**src/rtl/settings_bus_deframer_pkg.sv**
```systemverilog
// Shared constants and state type for the settings bus deframer.
package settings_bus_deframer_pkg;

    localparam logic [7:0] SYNC_BYTE = 8'hA5;
    localparam int         BODY_LEN  = 5;

    typedef enum logic [1:0] {
        HUNT,
        BODY,
        CSUM,
        STROBE
    } state_t;

endpackage

```
**src/rtl/settings_bus_deframer.sv**
```systemverilog
// Turns a byte stream of SYNC/ADDR/D3..D0/CSUM frames into settings bus writes,
// counting checksum and inter-byte timeout errors.
module settings_bus_deframer
    import settings_bus_deframer_pkg::*;
#(
    parameter int awidth  = 7,
    parameter int TIMEOUT = 1024
) (
    input  logic              clk,
    input  logic              rst,
    input  logic [7:0]        in_data,
    input  logic              in_valid,
    output logic              in_ready,
    output logic              set_stb,
    output logic [awidth-1:0] set_addr,
    output logic [31:0]       set_data,
    output logic [15:0]       err_cnt
);

    localparam int             IW         = $clog2(TIMEOUT + 1);
    localparam logic [IW-1:0]  IDLE_LIMIT = IW'(TIMEOUT - 1);
    localparam logic [2:0]     LAST_IDX   = 3'(BODY_LEN - 1);

    state_t        state;
    state_t        next_state;
    logic [2:0]    idx;
    logic [IW-1:0] idle_cnt;
    logic [7:0]    run_xor;
    logic [7:0]    cap_addr;
    logic [31:0]   cap_data;
    logic          accept;
    logic          in_frame;
    logic          timeout;
    logic          csum_ok;
    logic          csum_err;

    assign accept   = in_valid && in_ready;
    assign in_frame = (state == BODY) || (state == CSUM);
    // An accepted byte always beats the idle limit, so the two errors are exclusive.
    assign timeout  = in_frame && !accept && (idle_cnt == IDLE_LIMIT);
    assign csum_ok  = (state == CSUM) && accept && (in_data == run_xor);
    assign csum_err = (state == CSUM) && accept && (in_data != run_xor);

    always_ff @(posedge clk) begin
        if (rst) begin
            state <= HUNT;
        end else begin
            state <= next_state;
        end
    end

    always_comb begin
        next_state = state;
        case (state)
            HUNT: begin
                if (accept && in_data == SYNC_BYTE) begin
                    next_state = BODY;
                end
            end
            BODY: begin
                if (accept) begin
                    if (idx == LAST_IDX) begin
                        next_state = CSUM;
                    end
                end else if (timeout) begin
                    next_state = HUNT;
                end
            end
            CSUM: begin
                if (csum_ok) begin
                    next_state = STROBE;
                end else if (csum_err || timeout) begin
                    next_state = HUNT;
                end
            end
            STROBE: begin
                next_state = HUNT;
            end
            default: begin
                next_state = HUNT;
            end
        endcase
    end

    always_comb begin
        in_ready = (state != STROBE);
        set_stb  = (state == STROBE);
    end

    // Capture, checksum and idle tracking; outputs load only on a good checksum.
    always_ff @(posedge clk) begin
        if (rst) begin
            idx      <= '0;
            idle_cnt <= '0;
            run_xor  <= '0;
            cap_addr <= '0;
            cap_data <= '0;
            set_addr <= '0;
            set_data <= '0;
            err_cnt  <= '0;
        end else begin
            case (state)
                HUNT: begin
                    if (accept && in_data == SYNC_BYTE) begin
                        idx      <= '0;
                        idle_cnt <= '0;
                        run_xor  <= '0;
                    end
                end
                BODY, CSUM: begin
                    if (accept) begin
                        idle_cnt <= '0;
                        if (state == BODY) begin
                            idx     <= idx + 3'd1;
                            run_xor <= run_xor ^ in_data;
                            if (idx == 3'd0) begin
                                cap_addr <= in_data;
                            end else begin
                                cap_data <= {cap_data[23:0], in_data};
                            end
                        end else if (csum_ok) begin
                            set_addr <= awidth'(cap_addr);
                            set_data <= cap_data;
                        end
                    end else if (timeout) begin
                        idle_cnt <= '0;
                    end else begin
                        idle_cnt <= idle_cnt + IW'(1);
                    end
                end
                default: begin
                end
            endcase

            if ((csum_err || timeout) && err_cnt != 16'hFFFF) begin
                err_cnt <= err_cnt + 16'd1;
            end
        end
    end

endmodule

```
**config.mk**
```make
export PLATFORM = sky130hd
export DESIGN_NAME = settings_bus_deframer
export DESIGN_NICKNAME = d
export VERILOG_FILES = /design/src/rtl/settings_bus_deframer_pkg.sv /design/src/rtl/settings_bus_deframer.sv
export SDC_FILE = /design/constraint.sdc
export NUM_CORES = 1
export LEC_CHECK = 0
export CAP_MARGIN = 25
export CORE_ASPECT_RATIO = 1.4
export CORE_MARGIN = 8
export CORE_UTILIZATION = 40
export CTS_CLUSTER_SIZE = 28
export DETAILED_ROUTE_END_ITERATION = 7
export PLACE_DENSITY = 0.71
export SYNTH_ARGS = -nofsm -noshare
export SYNTH_HDL_FRONTEND = slang
export SYNTH_SLANG_ARGS = --single-unit
```
**constraint.sdc**
```tcl
create_clock -name clk -period 3.5 [get_ports clk]
set_clock_uncertainty 0.2 [all_clocks]
set_input_delay 0.7 -clock clk [delete_from_list [all_inputs] [get_ports clk]]
set_output_delay 0.7 -clock clk [all_outputs]
set_load 0.03 [all_outputs]
```
; Word-level counts from Yosys, hierarchy flattened
; Index checks and enable logic that the tools add are counted.
[word_totals]
input_bits = 11
out_inout_bits = 57
register_bits = 118
[classes]
add_sub_neg = 3
muxes = 19
bitwise = 3
n_reduce_logical = 21
eq_ne = 16
[op_table]
columns = operator, n
row1 = $mux 11, 3
row2 = $mux 8, 3
row3 = $pmux 11 s2, 1
row4 = $reduce_and 4->1, 5
row5 = $add 16x1->16 const B, 1
row6 = $ne 16x16->1 const B, 1
row7 = $pmux 8 s2, 1
row8 = $mux 2, 6
row9 = $add 11x1->11 const B, 1
row10 = $eq 11x10->1 const B, 1
row11 = $mux 3, 3
row12 = $eq 8x8->1, 1
row13 = $eq 8x8->1 const B, 1
row14 = $logic_and 1x1->1, 8
row15 = $ne 2x2->1 const B, 4
row16 = $ne 8x8->1, 1
row17 = $pmux 2 s4, 1
row18 = $xor 8x8->8, 1
row19 = $ne 3x2->1 const B, 2
row20 = $pmux 3 s2, 1
row21 = $eq 2x2->1 const B, 2
row22 = $add 3x1->3 const B, 1
row23 = $eq 3x3->1 const B, 1
row24 = $logic_not 3->1, 1
row25 = other kinds (9), 11

; Longest topological paths before layout
; Gate-level depths: netlist of run 1.
[logic_depth]
depth_word = 9
ltp_mapped = 9
ltp_nobuf = 8

; Worst setup path after synthesis of run 1
; Ideal clock, no wire load.
[synth_timing]
kind = input to register
start = input port in_data[2]
end = register set_data[21]
t_arrival_ns = 2.248
path_slack_ns = 0.925
stages = 8
cell_sequence = xor2_1 > nor4_1 > nand4_1 > nor3_2 > buf_4 > buf_4 > mux2i_1 > nor2_1
[synth_between]
elab_chain_len = 3
[synth_rtl]
columns = item, line_no
row1 = from (decl), settings_bus_deframer.sv:11  ; input logic [7:0] in_data,
row2 = $eq 8x8->1, settings_bus_deframer.sv:41  ; assign csum_ok = (state == CSUM) && accept && (in_data == run_xor);
row3 = $logic_and 1x1->1, settings_bus_deframer.sv:41
row4 = $reduce_and 4->1 (no source line), -
row5 = to (signal assigned), settings_bus_deframer.sv:123  ; set_data <= cap_data;
row6 = to (decl), settings_bus_deframer.sv:16  ; output logic [31:0] set_data,
; Every way passes these cells.
; A chain may end at the register's enable or synchronous reset.

; Final worst setup path of run 1
[layout_timing]
start = input port in_data[2]
end = register set_data[10]
; The elaborated chain is that of the path after synthesis.

==> results.py, run 1 <==
metrics = {
    "status": {
        "status": "finished clean",
    },
    "logic_synthesis": {
        "netlist_area_sq_mm": 0.00493,
        "netlist.area_leader.share_pct": 48.0,
        "synth.largest_area_cell": "dfxtp_1",
        "yosysUniqueCellTypes": 46,
        "avgSynthCellArea_sq_um": 8.72,
        "yosys-top-cells-area": "dfxtp_1 48%, mux2i_1 9.8%, nor2_1 6.2%",
        "synth_most_common_cell": "dfxtp_1",
        "synth-edff-count": 0,
        "ys_seq_area_share_pct": 48.0,
        "ys_ff_latch": 118,
        "synth_ff_type": "dfxtp_1",
        "synth_cells": 565,
        "yosys_warnings": 0,
        "synth-async-reset-ratio_pct": 0,
        "syn-num-nets": 585,
        "ys_top_cells_by_count": "118 x dfxtp_1, 82 x nor2_1, 79 x nand2_1",
    },
    "clocking": {
        "cts_tree": "done",
        "cts.sinks": 118,
        "cts_resized": 0,
        "htreeDepth": 4,
        "post-cts-setup-buffers": 0,
        "cts_buffers": 17,
        "cts_buffer_depth": 2,
        "clkTransAtPathRegs_ns": 0.06,
        "insertion_delay_ns": 0.41,
        "cts_root_buf": "clkbuf_16",
        "postCtsHoldBufs": 0,
    },
    "die": {
        "dieArea_sq_mm": 0.0162,
        "rows": 48,
        "die_y_um": 147,
        "ios": 68,
        "core_sq_mm": 0.0122,
        "initial_core_util_pct": 40.4,
        "fp.dieW_um": 110,
    },
    "min_path": {
        "min_path_cells": 1,
        "hp-class": "flip-flop to flip-flop",
    },
    "run": {
        "drv_cap": 0,
    },
    "pwr": {
        "p_leak_nw": 2.28,
        "powerDensity_mw_per_mm2": 512,
        "finalPower_mw": 3.32,
        "ir_drop_v": 0.000317,
    },
    "place": {
        "routabilityCongestion": 0.836,
        "detailed_place_hpwl_um": 8600,
        "dpl_cell_area_sq_mm": 0.00584,
        "portBuffers": 67,
    },
    "final_layout": {
        "synthToLayoutAreaGrowth_pct": 31.6,
        "fillCellCount": 1117,
        "final_area_sq_mm": 0.00648,
        "regArea_sq_mm": 0.00236,
        "antenna_cells": 0,
        "fin_util_pct": 53.2,
        "nNetsFinal": 663,
        "multi_input_area_sq_mm": 0.00241,
        "drive_gt1_share_pct": 9.60,
    },
    "sta": {
        "slew_viol_final": 0,
        "hold_violations": 0,
        "final.setup.tns_ns": 0,
        "holdWs_ns": 0.258,
        "slew-limit-headroom_pct": 56.3,
        "fmax_mhz": 349,
        "rsz0062_at_grt": "false",
        "timing.final.crit_share_pct": 81.8,
        "setup_viol": 0,
        "worstMarginPinSlew_ns": 0.650,
        "period_minus_slack_ns": 2.86,
    },
    "global_route": {
        "grt.overflow.total": 0,
        "top_usage_layer": "met2",
        "met2_usage_pct": 26.8,
        "use_met3_pct": 3.86,
        "grt_util_all_layers_pct": 15.3,
        "antenna_found_initial": 0,
        "grt_pass1_vias": 4188,
        "grt_start_max_net_pins": 76,
        "grtUsageMet1_pct": 15.9,
        "grt_pass1_wl_um": 19600,
    },
    "worst_setup_path": {
        "required_ns": 3.58,
        "critPathKind": "primary input to flip-flop",
        "crit_fanout": 24,
        "critPathCaptureType": "flip-flop",
        "worstPathArrival_ns": 2.94,
        "cp-start-kind": "primary input",
        "reg2reg_depth": 9,
    },
    "routing": {
        "first_pass_iters": 5,
        "wl_per_cell_um": 14.9,
        "drc": 0,
        "drt_iter0_markers": 221,
        "via_count": 4197,
        "via_per_inst": 5.21,
        "postRouteWirelength_um": 12000,
        "antenna_left": 0,
    },
}
final timing paths:
| path | start | endpoint | slack [ns] |
|---|---|---|---|
| worst min register to register | idle_cnt[10]$_SDFFE_PP0P_ | idle_cnt[10]$_SDFFE_PP0P_ | 0.26 |
| worst min-delay path | idle_cnt[10]$_SDFFE_PP0P_ | idle_cnt[10]$_SDFFE_PP0P_ | 0.26 |
| worst max register to register | state[0]$_SDFFE_PP0P_ | run_xor[3]$_SDFFE_PP0P_ | 0.98 |
| worst max-delay path | in_data[2] | set_data[10]$_SDFFE_PP0P_ | 0.64 |
worst max-delay path: stages:
cell and delay [ns]:
clkdlybuf4s50_1 0.51, xor2_1 0.19, nor4_1 0.41, nand4_1 0.28, nor3_4 0.31, buf_12 0.25, mux2i_1 0.23, nor2_1 0.06
layout by cell type, fill, tap and decap left out, types with 2 or more instances in the layout:
| master | n |
|---|---|
| nor2_1 | 82 |
| and3_1 | 6 |
| nand3b_1 | 8 |
| clkinv_4 | 4 |
| clkinv_2 | 2 |
| nand2_1 | 79 |
| a21oi_1 | 59 |
| xor2_1 | 14 |
| buf_12 | 2 |
| a31oi_1 | 2 |
| o21ai_0 | 23 |
| clkinvlp_4 | 2 |
| nor4_1 | 3 |
| nand3_1 | 13 |
| dfxtp_1 | 118 |
| clkdlybuf4s50_1 | 66 |
| nand4_1 | 6 |
| bufinv_16 | 4 |
| mux2i_1 | 48 |
| o211ai_1 | 3 |
| nor2b_1 | 3 |
| clkbuf_16 | 17 |
| o21a_1 | 3 |
| o31ai_1 | 3 |
| or4_1 | 6 |
| nand4b_1 | 4 |
| nor3_4 | 2 |
| ha_1 | 9 |
| nor3_1 | 4 |
| nand2b_1 | 4 |
| inv_1 | 10 |
| nor4bb_1 | 2 |
| buf_4 | 20 |
| or3_1 | 6 |
per-stage QoR:
step           instances  setup slack (ns)
2_1_floorplan        565             0.925
3_3_place_gp         774             0.359
3_5_place_dp         774             0.226
4_1_cts              806             0.643
5_1_grt              806             0.505
6_report             806             0.636
power by group:
| part | internal, mW | total, mW | switching [mW] |
|---|---|---|---|
| Combinational | 0.0409 | 0.118 | 0.0766 |
| Clock | 1.22 | 1.85 | 0.634 |
| Sequential | 1.35 | 1.35 | 0.00359 |
flip-flops by register name, indices dropped and copies added (netlist names):
register and cells:
cap_data 32, set_data 32, err_cnt 16, idle_cnt 11
run_xor 8, cap_addr 7, set_addr 7, idx 3
state 2
routing by layer:
metal / up-vias / wire length, um
met1: 1953 / 4720
met2: 111 / 6360
met3: 27 / 579
met5: - / 0
met4: 0 / 335
li1: 2106 / -
final cells by class:
type                       instances  share of cell area, %
sequential                       118                   36.4
tap                              150                   2.89
inverter                          10                  0.579
clock inverter                    14                   3.09
clock buffer                      18                   6.77
timing repair buffer              88                   13.1
multi-input combinational        408                   37.1
cell families (layout without fill, tap and decap cells):
| kind of cell | Yosys count | in the layout | share of synthesized area [%] |
|---|---|---|---|
| buffers and inverters | 39 | 130 | 3.33 |
| xor gates and xnor gates | 15 | 15 | 2.67 |
| adders and majority gates | 9 | 9 | 2.29 |
| AOI/OAI and AO/OA | 101 | 101 | 11.5 |
| muxes | 48 | 48 | 9.75 |
| DFF | 118 | 118 | 48.0 |
| and+or+nand+nor | 235 | 235 | 22.5 |
(Power assumes the default switching activity.)
==> run 2: changes to the inputs <==
==> constraint.sdc (replaced) <==
create_clock -name clk -period 2.7 [get_ports clk]
set_clock_uncertainty 0.2 [all_clocks]
set_input_delay 0.54 -clock clk [delete_from_list [all_inputs] [get_ports clk]]
set_output_delay 0.54 -clock clk [all_outputs]
set_load 0.03 [all_outputs]
==> results.py, run 2 (synthesis gave the netlist of run 1 again) <==
metrics = {
    "clocking": {
        "postCtsHoldBufs": 0,
        "htreeDepth": 4,
        "clkTransAtPathRegs_ns": 0.06,
        "cts_buffer_depth": 2,
        "cts_root_buf": "clkbuf_16",
        "insertion_delay_ns": 0.41,
        "cts_buffers": 17,
        "cts_tree": "done",
        "cts.sinks": 118,
    },
    "final_layout": {
        "final_area_sq_mm": 0.00659,
        "final_cell_mix": "118 x dfxtp_1, 82 x nor2_1, 79 x nand2_1",
        "synthToLayoutAreaGrowth_pct": 33.7,
        "drive_gt1_share_pct": 11.9,
        "antenna_cells": 0,
        "stdcell_count": 820,
        "layout_commonest_cell": "dfxtp_1",
        "nNetsFinal": 677,
        "reg_top3": "cap_data (32), set_data (32), err_cnt (16)",
    },
    "worst_setup_path": {
        "r2r-start": "err_cnt[0]$_SDFFE_PP0P_",
        "critPathKind": "primary input to flip-flop",
        "r2r_setup_slack_ns": 0.14,
        "reg2reg_to": "err_cnt[6]$_SDFFE_PP0P_",
        "crit_fanout": 16,
        "reg2reg_depth": 8,
        "cp-start-kind": "primary input",
        "required_ns": 2.77,
        "critPathCaptureType": "flip-flop",
        "worstPathArrival_ns": 2.66,
    },
    "die": {
        "fp.dieW_um": 110,
        "rows": 48,
        "initial_core_util_pct": 40.4,
        "ios": 68,
        "core_sq_mm": 0.0122,
        "die_y_um": 147,
        "dieArea_sq_mm": 0.0162,
    },
    "global_route": {
        "grt_pass1_vias": 4306,
        "grt_start_max_net_pins": 54,
        "grt.overflow.total": 0,
        "antenna_found_initial": 0,
        "grt_pass1_wl_um": 20100,
        "grt_util_all_layers_pct": 15.6,
    },
    "pwr": {
        "switchingPower_uw": 907,
        "finalPower_mw": 4.12,
        "powerDensity_mw_per_mm2": 626,
        "p_leak_nw": 2.31,
        "combPwrFrac_pct": 4.0,
        "internal_power_mw": 3.21,
        "ir_drop_v": 0.000411,
        "clkPwrFrac_pct": 53.5,
        "p_seq_share_pct": 42.5,
        "switching_share_pct": 22.0,
    },
    "routing": {
        "first_pass_iters": 4,
        "drt_iter0_markers": 192,
        "via_count": 4263,
        "postRouteWirelength_um": 12700,
        "drc": 0,
        "wl_per_cell_um": 15.5,
        "antenna_left": 0,
        "via_per_inst": 5.20,
    },
    "sta": {
        "period_minus_slack_ns": 2.59,
        "fmax_mhz": 386,
        "fin_ws_ns": 0.112,
        "slew_viol_final": 0,
        "worstMarginPinSlew_ns": 0.590,
        "slew-limit-headroom_pct": 60.3,
        "timing.final.crit_share_pct": 95.8,
        "setup_viol": 0,
        "hold_violations": 0,
        "holdWs_ns": 0.258,
    },
    "place": {
        "detailed_place_hpwl_um": 8700,
        "dpl_cell_area_sq_mm": 0.00592,
        "dp_slack_ns": -0.470,
        "portBuffers": 67,
        "routabilityCongestion": 0.803,
        "dp.cells": 784,
    },
    "status": {
        "status": "finished clean",
    },
    "run": {
        "drv_cap": 0,
    },
    "min_path": {
        "hp-class": "flip-flop to flip-flop",
        "min_path_cells": 2,
        "hold_start": "cap_data[29]$_SDFFE_PP0P_",
        "min_to": "cap_data[29]$_SDFFE_PP0P_",
    },
}
run 2: worst max path at each step:
stage | startpoint | end | slack, ns | cells past startpoint
after CTS | in_data[6] | set_data[18]$_SDFFE_PP0P_ | 0.04 | 8
after global placement | in_data[5] | err_cnt[5]$_SDFFE_PP0P_ | -0.44 | 8
after detailed placement | in_data[3] | err_cnt[5]$_SDFFE_PP0P_ | -0.47 | 8
after floorplan | state[0]$_SDFFE_PP0P_ | err_cnt[5]$_SDFFE_PP0P_ | 0.28 | 8
final | in_data[7] | set_data[20]$_SDFFE_PP0P_ | 0.11 | 10
after global routing | in_data[7] | set_addr[0]$_SDFFE_PP0P_ | -0.005 | 10
run 2: repair_timing:
action                                  CTS  global route
endpoints found under the setup margin    2            35
gates cloned                              0             1
setup buffers                             0             3
pin swaps                                 0             3
resized for setup                         1             6
run 2: cell type report:
| class | instances | area [sq um] |
|---|---|---|
| clock buffer | 21 | 460 |
| clock inverter | 11 | 125 |
| fill | 1096 | 5610 |
| inverter | 10 | 37.5 |
| multi-input combinational | 408 | 2440 |
| sequential | 118 | 2360 |
| tap | 150 | 188 |
| timing repair buffer | 102 | 976 |
run 2: power groups by stage:
stage	sequential (mW)	combinational (mW)	clock [mW]
after floorplan	1.79	0.0861	0
after global placement	1.79	0.159	0
after detailed placement	1.79	0.161	0
after CTS	1.75	0.163	2.24
after global routing	1.75	0.181	2.33
final	1.75	0.165	2.20
run 2: stage by stage:
step,utilization [%],setup TNS [ns]
floorplan,-,0
global placement,48.6,-16.88
detailed placement,48.6,-17.35
CTS,53.4,0
global route,54.0,-0.00547
finish,54.0,0
run 2: worst max-delay path: stages:
cell and delay (ns):
clkdlybuf4s50_1 0.44, xor2_1 0.16, nor4_1 0.28, buf_4 0.19, nand4_1 0.20, nor3_4 0.25
buf_4 0.15, buf_12 0.17, mux2i_1 0.21, nor2_1 0.07
run 2: routing by layer:
metal / wire length (um) / global-route usage, % / vias up
met4: 337 / 7.25 / 0
li1: - / - / 2126
met3: 559 / 4.03 / 26
met2: 6780 / 27.9 / 123
met1: 5040 / 16.3 / 1988
met5: 0 / 0 / -
